$ cat src/rtl/add96_pkg.sv
// Shared widths, slice count and FSM encoding for the sequential 96-bit adder.
package add96_pkg;

    localparam int DATA_W_DEF     = 96;
    localparam int SLICE_W_DEF    = 24;
    localparam int NUM_SLICES_DEF = DATA_W_DEF / SLICE_W_DEF;

    // Number of propagate/generate groups inside one slice adder.
    localparam int PG_GROUPS = 4;

    typedef enum logic [1:0] {
        ST_IDLE = 2'b00,
        ST_RUN  = 2'b01,
        ST_DONE = 2'b10
    } state_e;

endpackage

$ cat src/rtl/add24_pg.sv
// One slice adder: four propagate/generate groups joined by a two-level
// carry lookahead. Ripple is confined to the bits inside a single group.
module add24_pg
    import add96_pkg::*;
#(
    parameter int W = SLICE_W_DEF
) (
    input  logic [W-1:0] a_i,
    input  logic [W-1:0] b_i,
    input  logic         c_in,
    output logic [W-1:0] sum_o,
    output logic         c_out
);

    localparam int GW = W / PG_GROUPS;

    logic [W-1:0]         p;
    logic [W-1:0]         g;
    logic [PG_GROUPS-1:0] grp_p;
    logic [PG_GROUPS-1:0] grp_g;
    logic [PG_GROUPS:0]   grp_c;
    logic                 rc;

    if (W % PG_GROUPS != 0) begin : g_bad_width
        $error("add24_pg: W must be a multiple of PG_GROUPS");
    end

    assign p = a_i ^ b_i;
    assign g = a_i & b_i;

    // Collapse each group's bits into a group propagate and group generate.
    always_comb begin
        grp_p = '1;
        grp_g = '0;
        for (int k = 0; k < PG_GROUPS; k++) begin
            for (int j = 0; j < GW; j++) begin
                grp_g[k] = g[k*GW + j] | (p[k*GW + j] & grp_g[k]);
                grp_p[k] = grp_p[k] & p[k*GW + j];
            end
        end
    end

    // Lookahead: every group carry-in is a flat function of c_in and the
    // group P/G terms, so no carry ripples from one group into the next.
    assign grp_c[0] = c_in;
    assign grp_c[1] = grp_g[0]
                    | (grp_p[0] & c_in);
    assign grp_c[2] = grp_g[1]
                    | (grp_p[1] & grp_g[0])
                    | (grp_p[1] & grp_p[0] & c_in);
    assign grp_c[3] = grp_g[2]
                    | (grp_p[2] & grp_g[1])
                    | (grp_p[2] & grp_p[1] & grp_g[0])
                    | (grp_p[2] & grp_p[1] & grp_p[0] & c_in);
    assign grp_c[4] = grp_g[3]
                    | (grp_p[3] & grp_g[2])
                    | (grp_p[3] & grp_p[2] & grp_g[1])
                    | (grp_p[3] & grp_p[2] & grp_p[1] & grp_g[0])
                    | (grp_p[3] & grp_p[2] & grp_p[1] & grp_p[0] & c_in);

    // Sum bits, rippling only within a group from its lookahead carry-in.
    always_comb begin
        sum_o = '0;
        rc    = 1'b0;
        for (int k = 0; k < PG_GROUPS; k++) begin
            rc = grp_c[k];
            for (int j = 0; j < GW; j++) begin
                sum_o[k*GW + j] = p[k*GW + j] ^ rc;
                rc              = g[k*GW + j] | (p[k*GW + j] & rc);
            end
        end
    end

    assign c_out = grp_c[PG_GROUPS];

endmodule

$ cat src/rtl/seq_add96_ctrl.sv
// Sequential wide adder/subtractor: one SLICE_W slice per RUN cycle through a
// single shared lookahead slice adder, carry held in a register between slices.
module seq_add96_ctrl
    import add96_pkg::*;
#(
    parameter int DATA_W     = DATA_W_DEF,
    parameter int SLICE_W    = SLICE_W_DEF,
    parameter int NUM_SLICES = DATA_W / SLICE_W
) (
    input  logic              clk,
    input  logic              rst_n,
    input  logic              in_valid,
    output logic              in_ready,
    input  logic              op_sub,
    input  logic [DATA_W-1:0] a_in,
    input  logic [DATA_W-1:0] b_in,
    output logic              out_valid,
    input  logic              out_ready,
    output logic [DATA_W-1:0] sum_out,
    output logic              c_out,
    output logic              busy
);

    // state   | meaning
    // IDLE    | waiting for operands, in_ready high
    // RUN     | adding slice idx_q, carry chained through carry_q
    // DONE    | result held on sum_out/c_out until out_ready

    localparam int IDX_W = (NUM_SLICES > 1) ? $clog2(NUM_SLICES) : 1;
    localparam logic [IDX_W-1:0] LAST_IDX = IDX_W'(NUM_SLICES - 1);

    if (DATA_W != NUM_SLICES * SLICE_W) begin : g_bad_slicing
        $error("seq_add96_ctrl: DATA_W must equal NUM_SLICES * SLICE_W");
    end

    state_e              state_q, state_d;
    logic [IDX_W-1:0]    idx_q, idx_d;
    logic                carry_q, carry_d;
    logic [DATA_W-1:0]   a_q, a_d;
    logic [DATA_W-1:0]   b_q, b_d;
    logic [DATA_W-1:0]   sum_q, sum_d;
    logic                cout_q, cout_d;

    logic [SLICE_W-1:0]  a_sl;
    logic [SLICE_W-1:0]  b_sl;
    logic [SLICE_W-1:0]  sl_sum;
    logic                sl_cout;

    assign a_sl = a_q[int'(idx_q) * SLICE_W +: SLICE_W];
    assign b_sl = b_q[int'(idx_q) * SLICE_W +: SLICE_W];

    add24_pg #(
        .W (SLICE_W)
    ) u_slice (
        .a_i   (a_sl),
        .b_i   (b_sl),
        .c_in  (carry_q),
        .sum_o (sl_sum),
        .c_out (sl_cout)
    );

    // Next-state and datapath updates; B is stored pre-inverted for subtract
    // so RUN never needs to look at the operation again.
    always_comb begin
        state_d = state_q;
        idx_d   = idx_q;
        carry_d = carry_q;
        a_d     = a_q;
        b_d     = b_q;
        sum_d   = sum_q;
        cout_d  = cout_q;
        case (state_q)
            ST_IDLE: begin
                if (in_valid) begin
                    a_d     = a_in;
                    b_d     = op_sub ? ~b_in : b_in;
                    carry_d = op_sub;
                    idx_d   = '0;
                    state_d = ST_RUN;
                end
            end
            ST_RUN: begin
                sum_d[int'(idx_q) * SLICE_W +: SLICE_W] = sl_sum;
                carry_d = sl_cout;
                if (idx_q == LAST_IDX) begin
                    cout_d  = sl_cout;
                    state_d = ST_DONE;
                end else begin
                    idx_d = idx_q + 1'b1;
                end
            end
            ST_DONE: begin
                if (out_ready) begin
                    state_d = ST_IDLE;
                end
            end
            default: begin
                state_d = ST_IDLE;
            end
        endcase
    end

    // State and datapath registers, cleared asynchronously.
    always_ff @(posedge clk or negedge rst_n) begin
        if (!rst_n) begin
            state_q <= ST_IDLE;
            idx_q   <= '0;
            carry_q <= 1'b0;
            a_q     <= '0;
            b_q     <= '0;
            sum_q   <= '0;
            cout_q  <= 1'b0;
        end else begin
            state_q <= state_d;
            idx_q   <= idx_d;
            carry_q <= carry_d;
            a_q     <= a_d;
            b_q     <= b_d;
            sum_q   <= sum_d;
            cout_q  <= cout_d;
        end
    end

    assign in_ready  = (state_q == ST_IDLE);
    assign busy      = (state_q != ST_IDLE);
    assign out_valid = (state_q == ST_DONE);
    assign sum_out   = sum_q;
    assign c_out     = cout_q;

endmodule

$ cat config.mk
export PLATFORM = sky130hd
export DESIGN_NAME = seq_add96_ctrl
export DESIGN_NICKNAME = d
export VERILOG_FILES = /design/src/rtl/add96_pkg.sv /design/src/rtl/add24_pg.sv /design/src/rtl/seq_add96_ctrl.sv
export SDC_FILE = /design/constraint.sdc
export NUM_CORES = 1
export LEC_CHECK = 0
export ABC_AREA = 1
export CAP_MARGIN = 15
export CELL_PAD_IN_SITES_DETAIL_PLACEMENT = 1
export CELL_PAD_IN_SITES_GLOBAL_PLACEMENT = 2
export CORE_UTILIZATION = 31
export CTS_CLUSTER_SIZE = 16
export DETAILED_ROUTE_END_ITERATION = 6
export PLACE_DENSITY = 0.88
export SYNTH_ARGS = -nofsm -noshare
export SYNTH_HDL_FRONTEND = slang
export SYNTH_SLANG_ARGS = --single-unit
$ cat constraint.sdc
create_clock -name clk -period 6.85 [get_ports clk]
set_input_delay 0.685 -clock clk [delete_from_list [all_inputs] [get_ports clk]]
set_output_delay 0.685 -clock clk [all_outputs]
set_load 0.01 [all_outputs]
Word level (Yosys, flattened, before mapping)
Cells that the tools add are included.

Register bits after elaboration: 294. Input port bits: 197. Output and inout bits: 100. Logic and storage cells: 193.

$add $sub $neg: 2. Multipliers: 1. Eq/ne operators: 7. Shifts and indexed selects: 4. Mux-type cells: 11. Bitwise gates (word level): 153. Reduce and logical (&&, ||, !) cells: 8.

Operator list (number): 96-bit by 32-bit variable part select with 24-bit output (2); 96-bit bitwise mux (1); 96-bit two-way mux (1); 96-bit inverter (1); 24-bit by 33-bit variable shift with 96-bit output (first input constant) (1); 24-bit by 33-bit variable part select with 96-bit output (1); 1-bit AND (76); 1-bit bitwise OR (50); 7-bit negation with 33-bit output (1); 24-bit AND (1); 1-bit bitwise XOR (24); 24-bit bitwise XOR (1); 2-bit two-way mux (5); 2-bit != test (second input constant) (3); 2-bit case mux with 3 select lines (1); 2-bit AND reduction (3); 3-bit AND reduction (2); 2-bit == test (second input constant) (2); 2-bit by 2-bit multiplier with 4-bit output (second input constant) (1); 2-bit case mux with 2 select lines (1); 2-bit nonzero test (2); 2-bit by 1-bit adder with 2-bit output (second input constant) (1); 2-bit by 1-bit == test with 1-bit output (second input constant) (1); 2-bit zero test (1); 3 further kinds (3).

Logic depth before layout (Yosys ltp)
Gate-level depths: netlist (run 1).

Word-level depth: 30. Gate-level depth with buffers: 29. Depth with buffers taken out: 28.

Modules after synthesis
Synthesis (run 1) repeated with hierarchy kept, for this count alone.

Cell total of the unflattened synthesis: 1924. Area total of the unflattened synthesis: 15468.6 µm².

By module, submodules not included: seq_add96_ctrl (instances 1, cells an instance 1792, area each 14363.8 µm², seq. area each 7357.1 µm²); add24_pg (instances 1, cells an instance 132, area each 1104.8 µm², seq. area each 0.0 µm²).

Worst setup path after synthesis (run 1)
Ideal clock, no wire load.

Path type: register to register. Start: register idx_q[0]. End: register sum_q[95], in the netlist sum_out[95]. Setup time: 0.083 ns. Arrival: 4.935 ns. Data required time: 6.767 ns. Path slack: 1.832 ns. Stages on the path, launching flop included: 30. Buffers on the path: 2. Clock period less this slack: 5.018 ns. Path through: dfrtp_1 > inv_2 > buf_2 > buf_1 > nor2_1 > o22ai_1 > ha_1 > nand2_1 > nand2_1 > nand2_1 > nand2_1 > nand2_1 > nand2_1 > nand2_1 > nand2_1 > nand2_1 > nand2_1 > nand2_1 > and3_1 > fa_1 > fa_1 > fa_1 > fa_1 > fa_1 > xnor2_1 > a22oi_1 > nand2_1 > o21ai_1 > or2_1 > o21ai_0.

Longest elaborated chain between the ends: 30. Elaborated cells between the ends (all ways): 133. Classes of those cells: 1 x add/sub; 1 x mul; 4 x shift; 1 x mux; 126 x bitwise.

RTL lines: start, declared (line seq_add96_ctrl.sv:37) `logic [IDX_W-1:0] idx_q, idx_d;`; start signal, assigned (line seq_add96_ctrl.sv:115) `idx_q <= idx_d;`; 2-bit by 2-bit multiplier with 4-bit output (*) (line seq_add96_ctrl.sv:49, seq_add96_ctrl.sv:50, seq_add96_ctrl.sv:83); 96-bit by 32-bit variable part select with 24-bit output, on equally long branches (line seq_add96_ctrl.sv:49, seq_add96_ctrl.sv:50); 24-bit bitwise XOR or 24-bit AND (tied branches) (line add24_pg.sv:28, add24_pg.sv:29); 1-bit AND (line add24_pg.sv:37) `grp_g[k] = g[k*GW + j] | (p[k*GW + j] & grp_g[k]);`; 1-bit bitwise OR (line add24_pg.sv:37); 1-bit AND (line add24_pg.sv:37); 1-bit bitwise OR (line add24_pg.sv:37); 1-bit AND (line add24_pg.sv:37); [14 not listed]; 1-bit bitwise OR (line add24_pg.sv:69) `rc = g[k*GW + j] | (p[k*GW + j] & rc);`; 1-bit AND (line add24_pg.sv:69); 1-bit bitwise OR (line add24_pg.sv:69); 1-bit AND (line add24_pg.sv:69); 1-bit bitwise OR (line add24_pg.sv:69); 1-bit bitwise XOR (line add24_pg.sv:68) `sum_o[k*GW + j] = p[k*GW + j] ^ rc;`; 24-bit by 33-bit variable part select with 96-bit output (line seq_add96_ctrl.sv:83) `sum_d[int'(idx_q) * SLICE_W +: SLICE_W] = sl_sum;`; 96-bit bitwise mux (*) (line seq_add96_ctrl.sv:83); end signal, assigned (line seq_add96_ctrl.sv:119) `sum_q <= sum_d;`; end, declared (line seq_add96_ctrl.sv:41) `logic [DATA_W-1:0] sum_q, sum_d;`.

Mark *: on every way between the ends. The rest lies on a longest branch, timed or not. A chain may end at the register's enable or synchronous reset.

Worst setup path in the final report (run 1)
Ends and elaborated chain as after synthesis.

==> run metrics, run 1 <==
status=completed; Pleak=8.97 nW; # placed instances=roughly 2,700; kind of start point of the critical path=flop; Sw Ratio=between 40% and 50%; CTS max path bufs=3; YS warnings=0; crit share post-route=between 80% and 90%; RSZ-0062 raised after global routing=false; Synth Cell Area=roughly 15,000 um2; post-DR wirelength/cell=~20 um; Ant. Diodes=0; ys async rst share=between 90% and 100%; Max IR drop VDD=between 0.0002 and 0.00025 V; share of cells above drive strength 1=around 5.4%; sequential area share after synthesis=a little under half; HP Class=in -> async; total power draw=11.3 mW; syn avg cell area=8.35 um2; IO Pins=a little under 300; Synth Register Bits=just under 300; worst path arrival time=between 6 and 7 ns; Post-layout nets=~2,300; Post-Place Worst Slack=approximately 0.96 ns; Slew headroom=between 20% and 30%; Overflow after GRT=0; Max Transition Viols Final=0; first-pass GRT wire length=between 80 and 90 mm; post-DP HPWL=40.7 mm; CTS sink cnt=just under 300; Area Overhead vs Synth=29.2%; Critical Path RT=around 7.3 ns; hold buffers post-CTS=0; Post CTS Setup Buffer Count=0; initial antenna violation count=2; crit path max fanout=80; power share of the sequential group=between 20% and 30%; Setup WS post-layout=between 0.8 and 0.9 ns; Die Width=roughly 220 um; number of instances resized during post-cts repair=0; Worst-Margin Slew=around 1.1 ns; largest net degree at the start of global routing=123; via count=between 10,000 and 15,000; Synth cell types=48; Gate power share=a little under 60%; number of synthesized flops with an enable pin=0; CTS tree=yes; Avg Vias per Cell=4.93; final clock skew=around 0.021 ns; Clock Tree Root=clkbuf_16; CTS H-tree lvls=2; die area=roughly 51,000 um2; clock-pin slew on the worst setup and hold paths=0.06 ns; Post-Route Utilization=40.7%; drt first-iter violations=906; Clock power frac=between 10% and 20%; final count of hold timing violations=0; setup TNS=0 ns; Final Setup Violations=0; Rows=81; initial core utilization=31.5%; vias in the first global route=about 14,000; PortBufs=296; crit path kind=reg -> reg; drt pass-1 iters=5; GRT Overall Usage=21.7%; fin crit period=5.98 ns; PD cells=around 570 nW/um2; Synth Instances=1,846; RePlAce Congestion=~0.9; total CTS buffers=35; Syn Nets=2,093; Die H=around 220 um; Crit. End Element=flop; MaxCap Viol Count=0; core area=approximately 50,000 um2; latest clock arrival within the worst-skew pair=0.54 ns; top_reg_cell synth=dfrtp_1; non-filler cells, final=~2,800; Switching Power=about 5.5 mW; DRC Markers=0; Internal Power=between 5 and 6 mW; Total Routed Length=approximately 54 mm; Routed Antenna Nets=0; FMAX=between 0.15 and 0.2 GHz
## critical path: stages, from the launching register on
cell      delay [ns]
dfrtp_4         0.44
buf_4           0.63
nand2_1         0.14
a32oi_1         0.47
ha_1            0.23
nand3_1         0.06
nand3b_1        0.24
nor2_1          0.16
nand3_1         0.09
and3_1          0.22
fa_1            0.39
fa_1            0.40
fa_1            0.39
fa_1            0.40
fa_1            0.38
xnor2_1         0.44
a22oi_1         0.18
nand2_1         0.10
o21ai_1         0.08
or2_1           0.22
o21ai_0         0.16
## registers in the layout, summed over array words and instances, names as in the netlist
register,flops
a_q,96
b_q,96
sum_out,96
idx_q,2
state_q,2
c_out,1
carry_q,1
## power by group through the flow
stage / sequential, mW / combinational, mW / clock (mW)
after floorplan: 2.90 / 4.06 / 0
after global placement: 3.01 / 6.36 / 0
after detailed placement: 3.02 / 6.52 / 0
after CTS: 3.00 / 6.56 / 1.81
after global routing: 3.08 / 7.23 / 1.87
final: 2.99 / 6.54 / 1.77
## kinds of logic (layout without fill, tap and decap cells)
family / Yosys count / in the layout / synth area share, %
xor gates and xnor gates: 100 / 100 / 5.68
buffers and inverters: 245 / 502 / 6.76
AOI/OAI and AO/OA: 393 / 393 / 15.0
and+or+nand+nor: 764 / 764 / 19.8
adders and majority gates: 50 / 50 / 5.03
DFF: 294 / 294 / 47.7
## layout by cell type (no fill, tap or decap), drive strengths merged
cell type / synthesis / routed
or2: 8 / 8
nand2: 637 / 637
a21oi: 57 / 57
nand3: 18 / 18
o311ai: 2 / 2
o21ai: 231 / 231
a31oi: 4 / 4
buf: 64 / 18
o21a: 3 / 3
inv: 132 / 131
clkinvlp: 0 / 2
ha: 30 / 30
nor3: 7 / 7
nand3b: 1 / 1
nor2: 86 / 86
o31ai: 4 / 4
a32oi: 38 / 38
and2: 2 / 2
o22ai: 20 / 20
clkbuf: 48 / 48
xor2: 1 / 1
fa: 20 / 20
clkdlybuf4s50: 0 / 294
and3b: 1 / 1
a32o: 3 / 3
o211ai: 3 / 3
nand4: 3 / 3
and3: 1 / 1
a2bb2oi: 7 / 7
clkinv: 1 / 9
a22oi: 13 / 13
dfrtp: 294 / 294
xnor2: 99 / 99
a22o: 8 / 8
## final cells by class
| type | count | area (um2) |
|---|---|---|
| clock buffers | 48 | 1010 |
| flip-flops and latches | 294 | 7360 |
| clock inverters | 9 | 53.8 |
| inverters | 133 | 502 |
| multi-input cells | 1307 | 7020 |
| fillers | 5774 | 29000 |
| repair buffers | 312 | 3120 |
| well taps | 664 | 831 |
## through the flow
stage               hold WS, ns  area, um2
detailed placement        0.466      18800
global route              0.273      19900
floorplan                 0.389      15400
finish                    0.193      19900
CTS                       0.234      19900
global placement          0.460      18800
## cells in the mapped netlist, types with 2 or more instances
cell type    n  area [um2]
nand2_4      3        33.8
o21ai_0    206        1030
o21ai_1     23         115
o21a_1       3        22.5
buf_6        6        67.6
a22oi_1     12        90.1
ha_1        30         375
nor2_2       8        50.1
nor2_1      71         267
nor3_1       7        35.0
clkbuf_1    48         180
a2bb2oi_1    7        61.3
o31ai_1      4        30.0
buf_1        5        18.8
buf_2       49         245
a22o_1       8        70.1
or2_1        4        25.0
nand2_2      3        18.8
buf_4        4        30.0
o22ai_1     17         106
a32o_1       3        30.0
or2_0        2        12.5
o311ai_1     2        17.5
nand3_1     17        85.1
nand4_1      3        18.8
o21ai_2      2        17.5
inv_1      121         454
o22ai_2      3        37.5
o211ai_1     3        22.5
a21oi_1     57         285
and2_1       2        12.5
fa_1        20         400
nand2_1    631        2370
inv_2       11        41.3
a31oi_1      4        25.0
xnor2_1     99         867
nor2_4       7        78.8
a32oi_1     38         333
dfrtp_1    294        7360
## final timing paths
kind	from	to	slack [ns]	cells after the start
worst min register to register	b_q[59]	b_q[59]	0.48	2
worst max register to register	idx_q[0]	sum_out[95]	0.87	20
worst max-delay path	idx_q[0]	sum_out[95]	0.87	20
min in group clk	b_q[59]	b_q[59]	0.48	2
max in group asynchronous	rst_n	sum_out[72]	5.15	2
worst min-delay path	rst_n	a_q[20]	0.19	1
## metal layers
layer | track usage [%] | vias up | wire length [um]
met5 | 0 | - | 25
met4 | 8.40 | 4 | 1900
met3 | 2.86 | 100 | 2360
met2 | 35.3 | 366 | 25500
met1 | 29.4 | 6723 | 24500
li1 | - | 6440 | -
Power figures use the tool's default switching activity.
==> run 2, diff against run 1 <==
- ABC_AREA: 1 -> 0
- CORE_UTILIZATION: 31 -> 35
- CTS_CLUSTER_DIAMETER: not set -> 80
- SYNTH_HIERARCHICAL: not set -> 1
==> run 2 against run 1 <==
Compared with the run above: total power up 1.2%; critical path depth down 4; routed wire length down 18%; clock power down 32%; non-clock buffer count down 1; highest routed layer unchanged; die area down 16%; worst setup slack worse by 0.37 ns; largest cell class unchanged; via count down 24%.
==> run metrics, run 2 <==
Reg2Reg Depth=16; initial core utilization=a little over a third; Max IR drop VDD=a little under 0.0004 V; kind of start point of the critical path=flop; Synth area leaders=dfrtp_1 51%, mux2_2 8.4%, mux4_2 7.4%; Rows=74; Filler cells=between 4,000 and 5,000; core area=between 40,000 and 50,000 um2; Clock power frac=about a tenth; Post CTS Setup Buffer Count=0; number of synthesized flops with an enable pin=0; Max Transition Viols Final=0; FF-to-FF setup slack=0.49 ns; crit share post-route=a little over 90%; share of cells above drive strength 1=15.4%; post-DP HPWL=between 30 and 40 mm; largest net degree at the start of global routing=between 200 and 300; most frequent cell on the critical path=fa_1; Synth Cell Area=14,500 um2; Post-DP Area=about 18,000 um2; die area=between 40,000 and 50,000 um2; IO Pins=approximately 300; first-pass GRT wire length=approximately 68 mm; Post-layout nets=1,662; most numerous cell in the Yosys netlist=dfrtp_1; post-DR wirelength/cell=22.8 um; Gate power share=63.1%; crit path kind=reg -> reg; crit path max fanout=33; YS warnings=6; Synth Register Bits=~290; CTS H-tree lvls=1; RSZ-0062 raised after global routing=false; Switching Power=around 5.3 mW; status=completed; initial antenna violation count=2; Die H=206 um; cell taking the most area after synthesis=dfrtp_1; Area Overhead vs Synth=27.3%; setup TNS=0 ns; DRC Markers=0; vias in the first global route=11,100; via count=between 10,000 and 15,000; crit-path max cell delay=~0.88 ns; sequence of cells on the critical path=buf_4 > mux4_2 > ha_1 > a2111oi_0 > o21ai_0 > o21ai_0 > a21bo_1 > fa_1 > fa_1 > fa_1 > fa_1 > fa_1 > xor2_1 > mux2_2 > a22o_1 > a22o_1; Synth Instances=approximately 1,200; total CTS buffers=22; top_reg_cell synth=dfrtp_1; CTS max path bufs=3; Final Cell Area=around 19,000 um2; sequential area share after synthesis=a little over 50%; Overflow after GRT=0; Synth cell types=63; final clock skew=approximately 0.03 ns; Crit. End Element=flop; Slew headroom=about 15%; HP Class=in -> async; commonest non-fill, non-tap cell in the layout=clkdlybuf4s50_1; Clock Tree Root=clkbuf_16; Worst-Margin Slew=~1.3 ns; drt pass-1 iters=5; Reg-to-Reg Start=idx_q[0]; Buf/Inv on CP=1; CTS tree=yes; FMAX=0.157 GHz; GRT Overall Usage=21.2%; commonest cells after routing, fill and taps aside=294 x clkdlybuf4s50_1, 292 x dfrtp_1, 109 x mux2_2, 106 x nor2_1, 99 x a21oi_1; Pleak=roughly 7.4 nW; Total Routed Length=approximately 44 mm; Reg-to-Reg End=sum_out[71]; number of instances resized during post-cts repair=0; drt first-iter violations=577; PortBufs=between 200 and 300; ys async rst share=100%; Die Width=between 200 and 250 um; CTS sink cnt=around 300; RePlAce Congestion=0.841; post-synth top area share=50.6%; worst path arrival time=around 6.8 ns; Avg Vias per Cell=5.29; syn avg cell area=12.5 um2; fin crit period=6.36 ns; Syn Nets=approximately 1,400; Sw Ratio=between 40% and 50%; final count of hold timing violations=0; Internal Power=6.13 mW; Routed Antenna Nets=0; Crit-path slowest cell=dfrtp_4; clock-pin slew on the worst setup and hold paths=~0.090 ns; power share of the sequential group=a little over a quarter; MaxCap Viol Count=0; latest clock arrival within the worst-skew pair=0.55 ns; Crit path max-delay family=adder cells; Synth top cells by count=294 x dfrtp_1, 109 x mux2_2, 106 x nor2_1; hold buffers post-CTS=0; Final Setup Violations=0; PD cells=just over 600 nW/um2; Critical Path RT=7.31 ns
run 2: changes by cell type in the layout (fill, tap and decap cells not counted), sizes merged, moves of 22 or more:
cell / previous run / this run
clkbuf: 48 / 24
o21ai: 231 / 41
a22o: 8 / 62
a32oi: 38 / 8
mux2: 0 / 110
inv: 131 / 12
nor2: 86 / 108
mux4: 0 / 48
a21oi: 57 / 100
nand2: 637 / 57
run 2: cell families after synthesis:
family	count (synthesis)	share of synthesized area, %
and+or+nand+nor	211	6.98
muxes	164	16.4
AOI/OAI and AO/OA	248	11.4
DFF	294	50.6
xor gates and xnor gates	102	6.19
adders and majority gates	50	5.33
buffers and inverters	92	3.16
run 2: final cells by class:
cell class	count	area (um2)	area share [%]
Clock inverter	2	27.5	0.149
Multi-Input combinational cell	775	6740	36.4
Inverter	11	41.3	0.223
Clock buffer	24	558	3.01
Antenna cell	1	2.50	0.0135
Sequential cell	294	7360	39.8
Tap cell	532	666	3.59
Timing Repair Buffer	311	3130	16.9
run 2: metrics by stage:
step | setup WS (ns) | std cells | util [%] | total power [mW] | hold slack [ns]
floorplan | 1.11 | 1161 | - | 7.34 | 0.389
global placement | 0.667 | 1920 | 43.7 | 9.89 | 0.465
detailed placement | 0.520 | 1921 | 43.7 | 10.2 | 0.478
CTS | 0.467 | 1947 | 45.2 | 11.4 | 0.297
global route | 0.0917 | 1950 | 45.3 | 12.1 | 0.324
finish | 0.492 | 1950 | 45.3 | 11.4 | 0.205
run 2: per-layer routing:
metal | wire length [um] | vias up | GRT usage, %
met5 | 9 | - | 0
met4 | 1050 | 2 | 4.57
met3 | 2420 | 66 | 2.62
met2 | 21400 | 355 | 35.6
met1 | 19600 | 5231 | 29.2
li1 | - | 4667 | -
run 2: worst register-to-register path, delay by kind of cell, from the launching register on:
kind	cells	cell delay, ns
xor gates and xnor gates	1	0.51
AOI/OAI and AO/OA	6	1.30
adders and majority gates	6	2.30
muxes	2	0.87
DFF	1	0.88
buffers and inverters	1	0.41
run 2: worst max path at each step:
stage	startpoint	endpoint	slack, ns	cells after the start
finish	idx_q[0]	sum_out[71]	0.49	16
CTS	idx_q[0]	sum_out[39]	0.47	16
global route	idx_q[0]	sum_out[39]	0.09	16
detailed placement	idx_q[0]	sum_out[39]	0.52	16
floorplan	idx_q[0]	sum_out[39]	1.11	17
global placement	idx_q[0]	sum_out[7]	0.67	17
run 2: power groups by stage:
stage	registers, mW	clock network (mW)	logic, mW
floorplan	2.84	0	4.50
CTS	3.04	1.24	7.14
global route	3.13	1.28	7.68
global placement	3.03	0	6.86
detailed placement	3.07	0	7.10
finish	3.02	1.20	7.21
